## src/rtl/actel_cfg_loader.sv

```systemverilog
// Serial configuration loader: header, cell count, packed nibble payload and an
// XOR checksum. The shadow image is committed to cfg_out only on a good checksum.
module actel_cfg_loader #(
  parameter int NUM_CELLS = 8
) (
  input  logic                   clk,
  input  logic                   clr,
  input  logic                   start,
  input  logic                   cfg_valid,
  input  logic [7:0]             cfg_data,
  output logic                   cfg_ready,
  output logic [4*NUM_CELLS-1:0] cfg_out,
  output logic                   busy,
  output logic                   done,
  output logic                   error
);

  localparam int NB    = NUM_CELLS / 2;
  localparam int IDX_W = $clog2(NB + 1);
  localparam logic [IDX_W-1:0] LAST_IDX = IDX_W'(NB - 1);

  typedef enum logic [2:0] {
    IDLE, HDR, CNT, PAYLOAD, CHK, DONE, ERR
  } state_t;

  state_t                 state_q, state_d;
  logic [IDX_W-1:0]       idx_q, idx_d;
  logic [7:0]             xor_q, xor_d;
  logic [4*NUM_CELLS-1:0] shadow_q, shadow_d;
  logic [4*NUM_CELLS-1:0] cfg_out_q, cfg_out_d;
  logic                   ready_q, ready_d;
  logic                   busy_q, busy_d;
  logic                   done_q, done_d;
  logic                   error_q, error_d;
  logic                   accept;

  always_comb begin
    state_d   = state_q;
    idx_d     = idx_q;
    xor_d     = xor_q;
    shadow_d  = shadow_q;
    cfg_out_d = cfg_out_q;
    accept    = cfg_valid && ready_q;

    case (state_q)
      IDLE, DONE, ERR: begin
        if (start) begin
          state_d = HDR;
          idx_d   = '0;
          xor_d   = '0;
        end
      end
      HDR: begin
        if (accept) state_d = (cfg_data == 8'hA5) ? CNT : ERR;
      end
      CNT: begin
        if (accept) state_d = (cfg_data == 8'(NUM_CELLS)) ? PAYLOAD : ERR;
      end
      PAYLOAD: begin
        if (accept) begin
          // Byte k carries cell 2k in its low nibble and cell 2k+1 in its high nibble.
          for (int k = 0; k < NB; k++) begin
            if (idx_q == IDX_W'(k)) shadow_d[8*k +: 8] = cfg_data;
          end
          xor_d = xor_q ^ cfg_data;
          if (idx_q == LAST_IDX) state_d = CHK;
          else                   idx_d   = idx_q + 1'b1;
        end
      end
      CHK: begin
        if (accept) begin
          if (cfg_data == xor_q) begin
            state_d   = DONE;
            cfg_out_d = shadow_q;
          end else begin
            state_d   = ERR;
          end
        end
      end
      default: state_d = IDLE;
    endcase

    // Outputs are decoded from the next state so they are registered with it.
    ready_d = (state_d == HDR) || (state_d == CNT) || (state_d == PAYLOAD) || (state_d == CHK);
    busy_d  = ready_d;
    done_d  = (state_d == DONE);
    error_d = (state_d == ERR);
  end

  always_ff @(posedge clk or posedge clr) begin
    if (clr) begin
      state_q   <= IDLE;
      idx_q     <= '0;
      xor_q     <= '0;
      shadow_q  <= '0;
      cfg_out_q <= '0;
      ready_q   <= 1'b0;
      busy_q    <= 1'b0;
      done_q    <= 1'b0;
      error_q   <= 1'b0;
    end else begin
      state_q   <= state_d;
      idx_q     <= idx_d;
      xor_q     <= xor_d;
      shadow_q  <= shadow_d;
      cfg_out_q <= cfg_out_d;
      ready_q   <= ready_d;
      busy_q    <= busy_d;
      done_q    <= done_d;
      error_q   <= error_d;
    end
  end

  assign cfg_ready = ready_q;
  assign busy      = busy_q;
  assign done      = done_q;
  assign error     = error_q;
  assign cfg_out   = cfg_out_q;

endmodule
```

## config.mk

```make
export PLATFORM = sky130hd
export DESIGN_NAME = actel_cfg_loader
export DESIGN_NICKNAME = d
export VERILOG_FILES = /design/src/rtl/actel_cfg_loader.sv
export SDC_FILE = /design/constraint.sdc
export NUM_CORES = 1
export LEC_CHECK = 0
export BUFFER_PORTS_ARGS = -buffer_cell sky130_fd_sc_hd__buf_4
export CORE_ASPECT_RATIO = 0.75
export CORE_UTILIZATION = 45
export DETAILED_ROUTE_END_ITERATION = 16
export PLACE_DENSITY = 0.67
export SLEW_MARGIN = 20
export SYNTH_ARGS = -nofsm -noshare
export SYNTH_HDL_FRONTEND = slang
export SYNTH_SLANG_ARGS = --single-unit
```

## constraint.sdc

```tcl
create_clock -name clk -period 2.55 [get_ports clk]
set_clock_uncertainty 0.2 [all_clocks]
set_input_delay 0.1275 -clock clk [delete_from_list [all_inputs] [get_ports clk]]
set_output_delay 0.1275 -clock clk [all_outputs]
set_load 0.01 [all_outputs]
```

# Word-level counts from Yosys, hierarchy flattened
# Cells that the tools add are included.
# word_totals
ram_bits	0
register_bits	81
mem_bits_ro	0
mem_count	0
input_bits	12
latch_bits	0
output_inout_bits	36
# op_classes
add_sub_neg	1
eq_ne	21
magnitude_cmp	0
div	0
bitwise_logic	1
n_reduce_logical	15
muxes	17
shift	0
mul	0
# op_table
operator	count
two-way mux 3 bit	11
equality test 3 x 2 -> 1 bit, second input constant	6
equality test 3 bit, second input constant	6
AND reduction 3 bit	6
two-way mux 8 bit	2
case mux 8 bit (2 select lines)	1
case mux 3 bit (5 select lines)	1
equality test 3 x 1 -> 1 bit, second input constant	3
equality test 8 x 4 -> 1 bit, second input constant	1
equality test 8 bit	1
equality test 8 bit, second input constant	1
bitwise XOR 8 bit	1
logical NOT 3 bit	2
!= test 2 bit, second input constant	3
case mux 3 bit (2 select lines)	1
AND reduction 4 bit	1
adder 3 x 1 -> 3 bit, second input constant	1
logical OR 1 bit	3
OR reduction 3 bit	1
two-way mux 2 bit	1
nonzero test 2 bit	1
logical AND 1 bit	1

# Depth between registers and ports, before layout
# Gate-level depths: netlist of the first run.
# logic_depth
ltp_word	8
depth_mapped	7
depth_no_buf	7

# Least setup slack after synthesis of the first run
# OpenSTA, ideal clock, no wires.
# synth_timing
path_kind	flip-flop to flip-flop
startpoint	register, netlist name busy
endpoint	register cfg_out_q[0], in the netlist cfg_out[0]
n_path_buf	1
path_slack_ns	0.244
stages_incl_launch_ff	6
setup_ns	0.125
required_time_ns	2.225
arrival_ns	1.981
cell_sequence	dfrtp_1 > nand2_1 > or4_1 > nor4_4 > buf_6 > mux2_4
# synth_rtl
element	line_no	text
end signal: assignment	106	cfg_out_q <= cfg_out_d;
end: declaration	30	logic [4*NUM_CELLS-1:0] cfg_out_q, cfg_out_d;

# Final worst setup path of the first run
# layout_timing
startpoint	input cfg_data[1]
endpoint	register cfg_out_q[30], in the netlist cfg_out[30]
# layout_via
elab_chain_cells	2
# layout_rtl
element	line_no	text
start: declaration	10	input logic [7:0] cfg_data,
equality test 8 bit	72	if (cfg_data == xor_q) begin
AND reduction 3 bit (no source line)	-	
# No other way between the ends.
# A chain may end at the register's enable or synchronous reset.

==> results of run 1 <==
-- synth_stat cells (2+ instances only) --
cell type and count:
dfrtp_1 81, mux2_2 35, mux2_4 30, o21ai_0 21
nand2_1 11, nor2_1 11, nand2b_1 9, nor2b_1 9
nor3_1 9, inv_1 8, ha_1 5, a21oi_1 4
buf_2 4, buf_6 4, clkbuf_1 3, nand4_1 3
xor2_1 3, a22o_1 2, and2_1 2, nand3_1 2
nand4b_1 2, nor4_1 2
-- power by group --
part	switching [uW]	internal [uW]
Clock	514	471
Combinational	384	382
Sequential	137	1460
Total	1040	2310
-- flip-flops by register name, indices dropped and copies added, names as in the netlist --
| register | flops |
|---|---|
| done | 1 |
| xor_q | 8 |
| idx_q | 3 |
| busy | 1 |
| state_q | 3 |
| cfg_out | 32 |
| error | 1 |
| shadow_q | 32 |
-- per-stage QoR --
step	power (uW)	cell area, um2	instances	utilization	hold slack (ns)
3_3_place_gp	2360	4220	434	0.531	0.0250
5_1_grt	3560	4520	459	0.569	0.0604
3_5_place_dp	2380	4220	434	0.531	0.0260
6_report	3350	4520	459	0.569	0.0591
2_1_floorplan	2140	3710	282	-	0.0781
4_1_cts	3390	4520	459	0.569	0.0552
-- logic make-up after synthesis --
| group | count (synthesis) | synth area share |
|---|---|---|
| flops | 81 | 0.547 |
| simple gates | 70 | 0.110 |
| mux | 65 | 0.228 |
| compound gates | 37 | 0.0587 |
| buf+inv | 20 | 0.0307 |
| fa+ha+maj | 5 | 0.0169 |
| xor+xnor | 4 | 0.00945 |
-- metal layers --
metal  vias up  part of all wire  wire length [um]  GRT usage
met5         -                 0                 0          0
met4         0            0.0091                69     0.0644
met3         8             0.053               399     0.0438
met2        71              0.46              3460      0.298
met1      1180              0.48              3640      0.275
li1       1128                 -                 -          -
-- worst min path at each step --
stage                           start           end  slack, ns  cells past startpoint
after floorplan           cfg_data[4]  shadow_q[12]       0.08                      1
after global placement            clr  shadow_q[12]       0.02                      2
after detailed placement          clr    cfg_out[9]       0.03                      2
after CTS                       start    state_q[1]       0.06                      3
after global routing            start    state_q[1]       0.06                      3
final                           start    state_q[1]       0.06                      3
-- worst reg2reg max path: stages, from the launching register on --
cell and delay [ns]:
dfrtp_1 0.40, nand2b_1 0.15, o21ai_1 0.06, or4_1 0.52, nor4_4 0.30, buf_12 0.23
mux2_2 0.35
-- final cells by class --
class                      count  area (um2)  share of cell area
clock buffer                   9         124              0.0274
inverter                       8        31.3             0.00692
clock inverter                 7        83.8              0.0185
tap                          105         131              0.0291
sequential                    81        2030               0.448
timing repair buffer          68         558               0.123
multi-input combinational    181        1570               0.346
==> flow_summary.json, run 1 <==
{
  "detail-route-antenna-nets": 0,
  "rsz0062_at_grt": "false",
  "insertion_delay_ns": 0.35,
  "ys_async_sr_fraction": 1.00,
  "first_global_vias": 2400,
  "htree_levels": 3,
  "gp_congestion": 0.862,
  "antennaDiodeCount": 0,
  "antenna_found_initial": 0,
  "dr.pass1.iters": 4,
  "crit_required_ns": 2.59,
  "hold_buffers": 9,
  "wl_per_cell_um": 16.5,
  "syn_nets": 299,
  "drv_cap": 0,
  "slew_headroom": 0.588,
  "cp_cell_sequence": "dlygate4sd3_1, buf_4, nor2b_1, nor4_1, nand4_1, nor4_4, buf_12, mux2_2",
  "hold_viol_final": 0,
  "syn_to_final_growth_pct": 22.0,
  "synth_seq_area_share": 0.547,
  "grt_pass1_wl_um": 12500,
  "die_h_um": 80.6,
  "worst_pin_slew_ns": 0.617,
  "layout_common_cells": "81 x dfrtp_1, 57 x buf_4, 35 x mux2_2",
  "syn_inst": 282,
  "wl_um": 7570,
  "drv_slew": 0,
  "setup.worst_path.end_class": "flip-flop",
  "slowest_delay_ns": 0.53,
  "ir_drop_uv": 506,
  "reg2reg_depth": 6,
  "clock_path_buffers": 2,
  "grt_usage": 0.195,
  "crit_path_end": "cfg_out[30]",
  "outcome": "finished, final reports clean",
  "r2r_slack_ns": 0.23,
  "fmax_ghz": 0.417,
  "slowest_stage": "dlygate4sd3_1",
  "io_buffers": 47,
  "cts_root_buffer": "clkbuf_8",
  "path_class": "in2reg",
  "core_area_mm2": 0.00795,
  "cts_setup_buffers": 0,
  "cts.reportedPaths.clkPinSlew_ns": 0.09,
  "syn-mean-instance-area_um2": 13.1,
  "fillers": 650,
  "nets": 366,
  "synth_cell_types": 44,
  "synth_top_area_share": 0.547,
  "power.leakage_uw": 0.00223,
  "path_max_fanout": 17,
  "rows": 28,
  "overflow": 0,
  "power.density_mw_per_mm2": 741,
  "cts_resized": 0,
  "grt_max_degree": 37,
  "path_delay_family": "simple AND/OR/NAND/NOR gates",
  "arrival_ns": 2.44,
  "initial_core_util": 0.466,
  "hp-class": "in2reg",
  "die-area_mm2": 0.00861,
  "cts_sinks": 81,
  "critical_path_depth": 8,
  "ios": 48,
  "layout_commonest_cell": "dfrtp_1",
  "final.setup.worst_slack_ns": 0.150,
  "ys_warn_count": 0,
  "timing.rr.end": "cfg_out[30]",
  "dp_hpwl_um": 5170,
  "syn-cell-area_mm2": 0.00371,
  "regToRegStartpoint": "xor_q[0]",
  "viasPerCell": 5.20,
  "finalCritPeriodShare": 0.941,
  "synth-main-ff-cell": "dfrtp_1",
  "vias": 2387,
  "place_ws_ns": 0.242,
  "drive_above_1_share": 0.410,
  "synth_area_leader_cell": "dfrtp_1",
  "drc": 0,
  "tritoncts": "built",
  "cp-startpoint": "cfg_data[1]",
  "cts_inserted_buffers": 9,
  "synth_edf_count": 0,
  "synth_area_leaders": "dfrtp_1 55%, mux2_4 12%, mux2_2 11%, o21ai_0 2.8%, ha_1 1.7%",
  "setup.worst_path.start_class": "input port",
  "ys_ff_latch": 81,
  "drt_iter0_markers": 136,
  "path_buf_inv": 3,
  "tns_ns": 0,
  "fin_crit_ns": 2.40,
  "finalSetupViolCount": 0,
  "dieWidth_um": 107
}
Note: power is estimated with default switching activity, not from simulation.
==> run 2: changes to the inputs <==
--- a/config.mk
+++ b/config.mk
@@ -6,10 +6,11 @@
 export NUM_CORES = 1
 export LEC_CHECK = 0
 export BUFFER_PORTS_ARGS = -buffer_cell sky130_fd_sc_hd__buf_4
+export CAP_MARGIN = 20
 export CORE_ASPECT_RATIO = 0.75
 export CORE_UTILIZATION = 45
 export DETAILED_ROUTE_END_ITERATION = 16
-export PLACE_DENSITY = 0.67
+export PLACE_DENSITY = 0.66
 export SLEW_MARGIN = 20
 export SYNTH_ARGS = -nofsm -noshare
 export SYNTH_HDL_FRONTEND = slang
==> run 2 against run 1 <==
  * Via count up 0.80%
  * Worst hold slack better by 0.0092 ns
  * Critical path depth unchanged
  * Critical endpoint is now cfg_out[2]
  * Largest power group unchanged
  * Maximum frequency down 1.7%
  * First-iteration DRC count up 23%
  * Power up 0.13%
  * Sequential cell count unchanged
==> flow_summary.json, run 2 (same netlist as run 1, synthesis figures left out) <==
{
  "outcome": "finished, final reports clean",
  "layout_common_cells": "81 x dfrtp_1, 55 x buf_4, 35 x mux2_2",
  "min-delay-start": "start",
  "finalCritPeriodShare": 0.957,
  "drc": 0,
  "nets": 365,
  "cts_root_buffer": "clkbuf_8",
  "layout_commonest_cell": "dfrtp_1",
  "drv_cap": 0,
  "ir_drop_uv": 399,
  "seqPwrFrac": 0.480,
  "power.leakage_uw": 0.00223,
  "setup.worst_path.start_class": "input port",
  "first_global_vias": 2381,
  "setup.worst_path.end_class": "flip-flop",
  "initial_core_util": 0.466,
  "finalSetupViolCount": 0,
  "stdcell_area_mm2": 0.00452,
  "hold_viol_final": 0,
  "clock_path_buffers": 2,
  "p_clk_frac": 0.294,
  "arrival_ns": 2.48,
  "tns_ns": 0,
  "reg2reg_depth": 6,
  "cts_setup_buffers": 0,
  "drv_slew": 0,
  "regToRegStartpoint": "xor_q[0]",
  "insertion_delay_ns": 0.35,
  "viasPerCell": 5.25,
  "tritoncts": "built",
  "cts.reportedPaths.clkPinSlew_ns": 0.09,
  "finalPower_uw": 3350,
  "rsz0062_at_grt": "false",
  "dieWidth_um": 107,
  "drive_above_1_share": 0.408,
  "fin_crit_ns": 2.44,
  "grt_pass1_wl_um": 12500,
  "vias": 2406,
  "power.density_mw_per_mm2": 742,
  "grt_usage": 0.196,
  "timing.rr.end": "cfg_out[2]",
  "die-area_mm2": 0.00861,
  "path_class": "in2reg",
  "hold_depth": 3,
  "wl_um": 7620,
  "slew_headroom": 0.593,
  "dp_hpwl_um": 5280,
  "gp_congestion": 0.892,
  "ios": 48,
  "hp-class": "in2reg",
  "syn_to_final_growth_pct": 21.9,
  "combPwrFrac": 0.227,
  "dr.pass1.iters": 4,
  "fillers": 672,
  "overflow": 0,
  "crit_required_ns": 2.59,
  "core_area_mm2": 0.00795,
  "r2r_slack_ns": 0.18,
  "hold_end": "state_q[1]",
  "die_h_um": 80.6,
  "p_sw_frac": 0.311,
  "grt_max_degree": 36,
  "post_dp_cell_area_mm2": 0.00422,
  "p_int_uw": 2310,
  "rows": 28,
  "detail-route-antenna-nets": 0,
  "cts_sinks": 81,
  "io_buffers": 47,
  "htree_levels": 3,
  "fmax_ghz": 0.410,
  "wl_per_cell_um": 16.6,
  "antenna_found_initial": 0,
  "antennaDiodeCount": 0,
  "worst_pin_slew_ns": 0.610,
  "cts_inserted_buffers": 9,
  "drt_iter0_markers": 167,
  "path_max_fanout": 22,
  "power_switching_uw": 1040
}
-- run 2: cell types whose count changed in the layout (fill, tap and decap cells not counted), sizes merged --
cell    change
clkinv      -1
buf         -1
inv         +1
-- run 2: area by class of cell --
class	count	area, um2	share of cell area
Inverter	8	31.3	0.00692
Tap cell	105	131	0.0291
Timing Repair Buffer	67	554	0.123
Clock inverter	7	83.8	0.0186
Clock buffer	9	124	0.0274
Multi-Input combinational cell	181	1570	0.347
Sequential cell	81	2030	0.449
-- run 2: routing by layer --
| layer | GRT usage | routed length, um |
|---|---|---|
| met2 | 0.305 | 3420 |
| met5 | 0 | 0 |
| met4 | 0.0589 | 101 |
| met3 | 0.0471 | 304 |
| met1 | 0.272 | 3780 |
-- run 2: worst max path at each step --
stage                  endpoint        start  slack [ns]
global placement           busy         busy        0.24
detailed placement  cfg_out[31]     xor_q[0]        0.22
CTS                 cfg_out[31]  cfg_data[1]        0.13
floorplan                  busy          clr        0.14
finish               cfg_out[2]  cfg_data[0]        0.11
global route         cfg_out[2]  cfg_data[0]        0.04
-- run 2: power by group through the flow --
stage | clock network [uW] | logic [uW] | registers (uW)
floorplan | 0 | 571 | 1570
global placement | 0 | 737 | 1620
detailed placement | 0 | 746 | 1630
CTS | 1020 | 763 | 1610
global route | 1080 | 846 | 1630
finish | 984 | 760 | 1610
-- run 2: stage by stage --
step | utilization | hold WS, ns | instances | setup WS [ns]
floorplan | - | 0.0781 | 282 | 0.142
finish | 0.568 | 0.0683 | 458 | 0.110
global placement | 0.530 | 0.0139 | 433 | 0.243
global route | 0.568 | 0.105 | 458 | 0.0396
CTS | 0.568 | 0.0407 | 458 | 0.135
detailed placement | 0.530 | 0.0198 | 433 | 0.223
-- run 2: timing repair --
item                                    4_1_cts  5_1_grt
endpoints found under the setup margin        0       19
endpoints found under the hold margin        73        0
resized for setup                             0        1
hold buffers                                  9        0
-- run 2: worst max-delay path, stage by stage --
cell	delay, ns
dlygate4sd3_1	0.53
buf_4	0.18
nand2b_1	0.10
o21ai_1	0.06
or4_1	0.52
nor4_4	0.35
buf_12	0.27
mux2_4	0.32
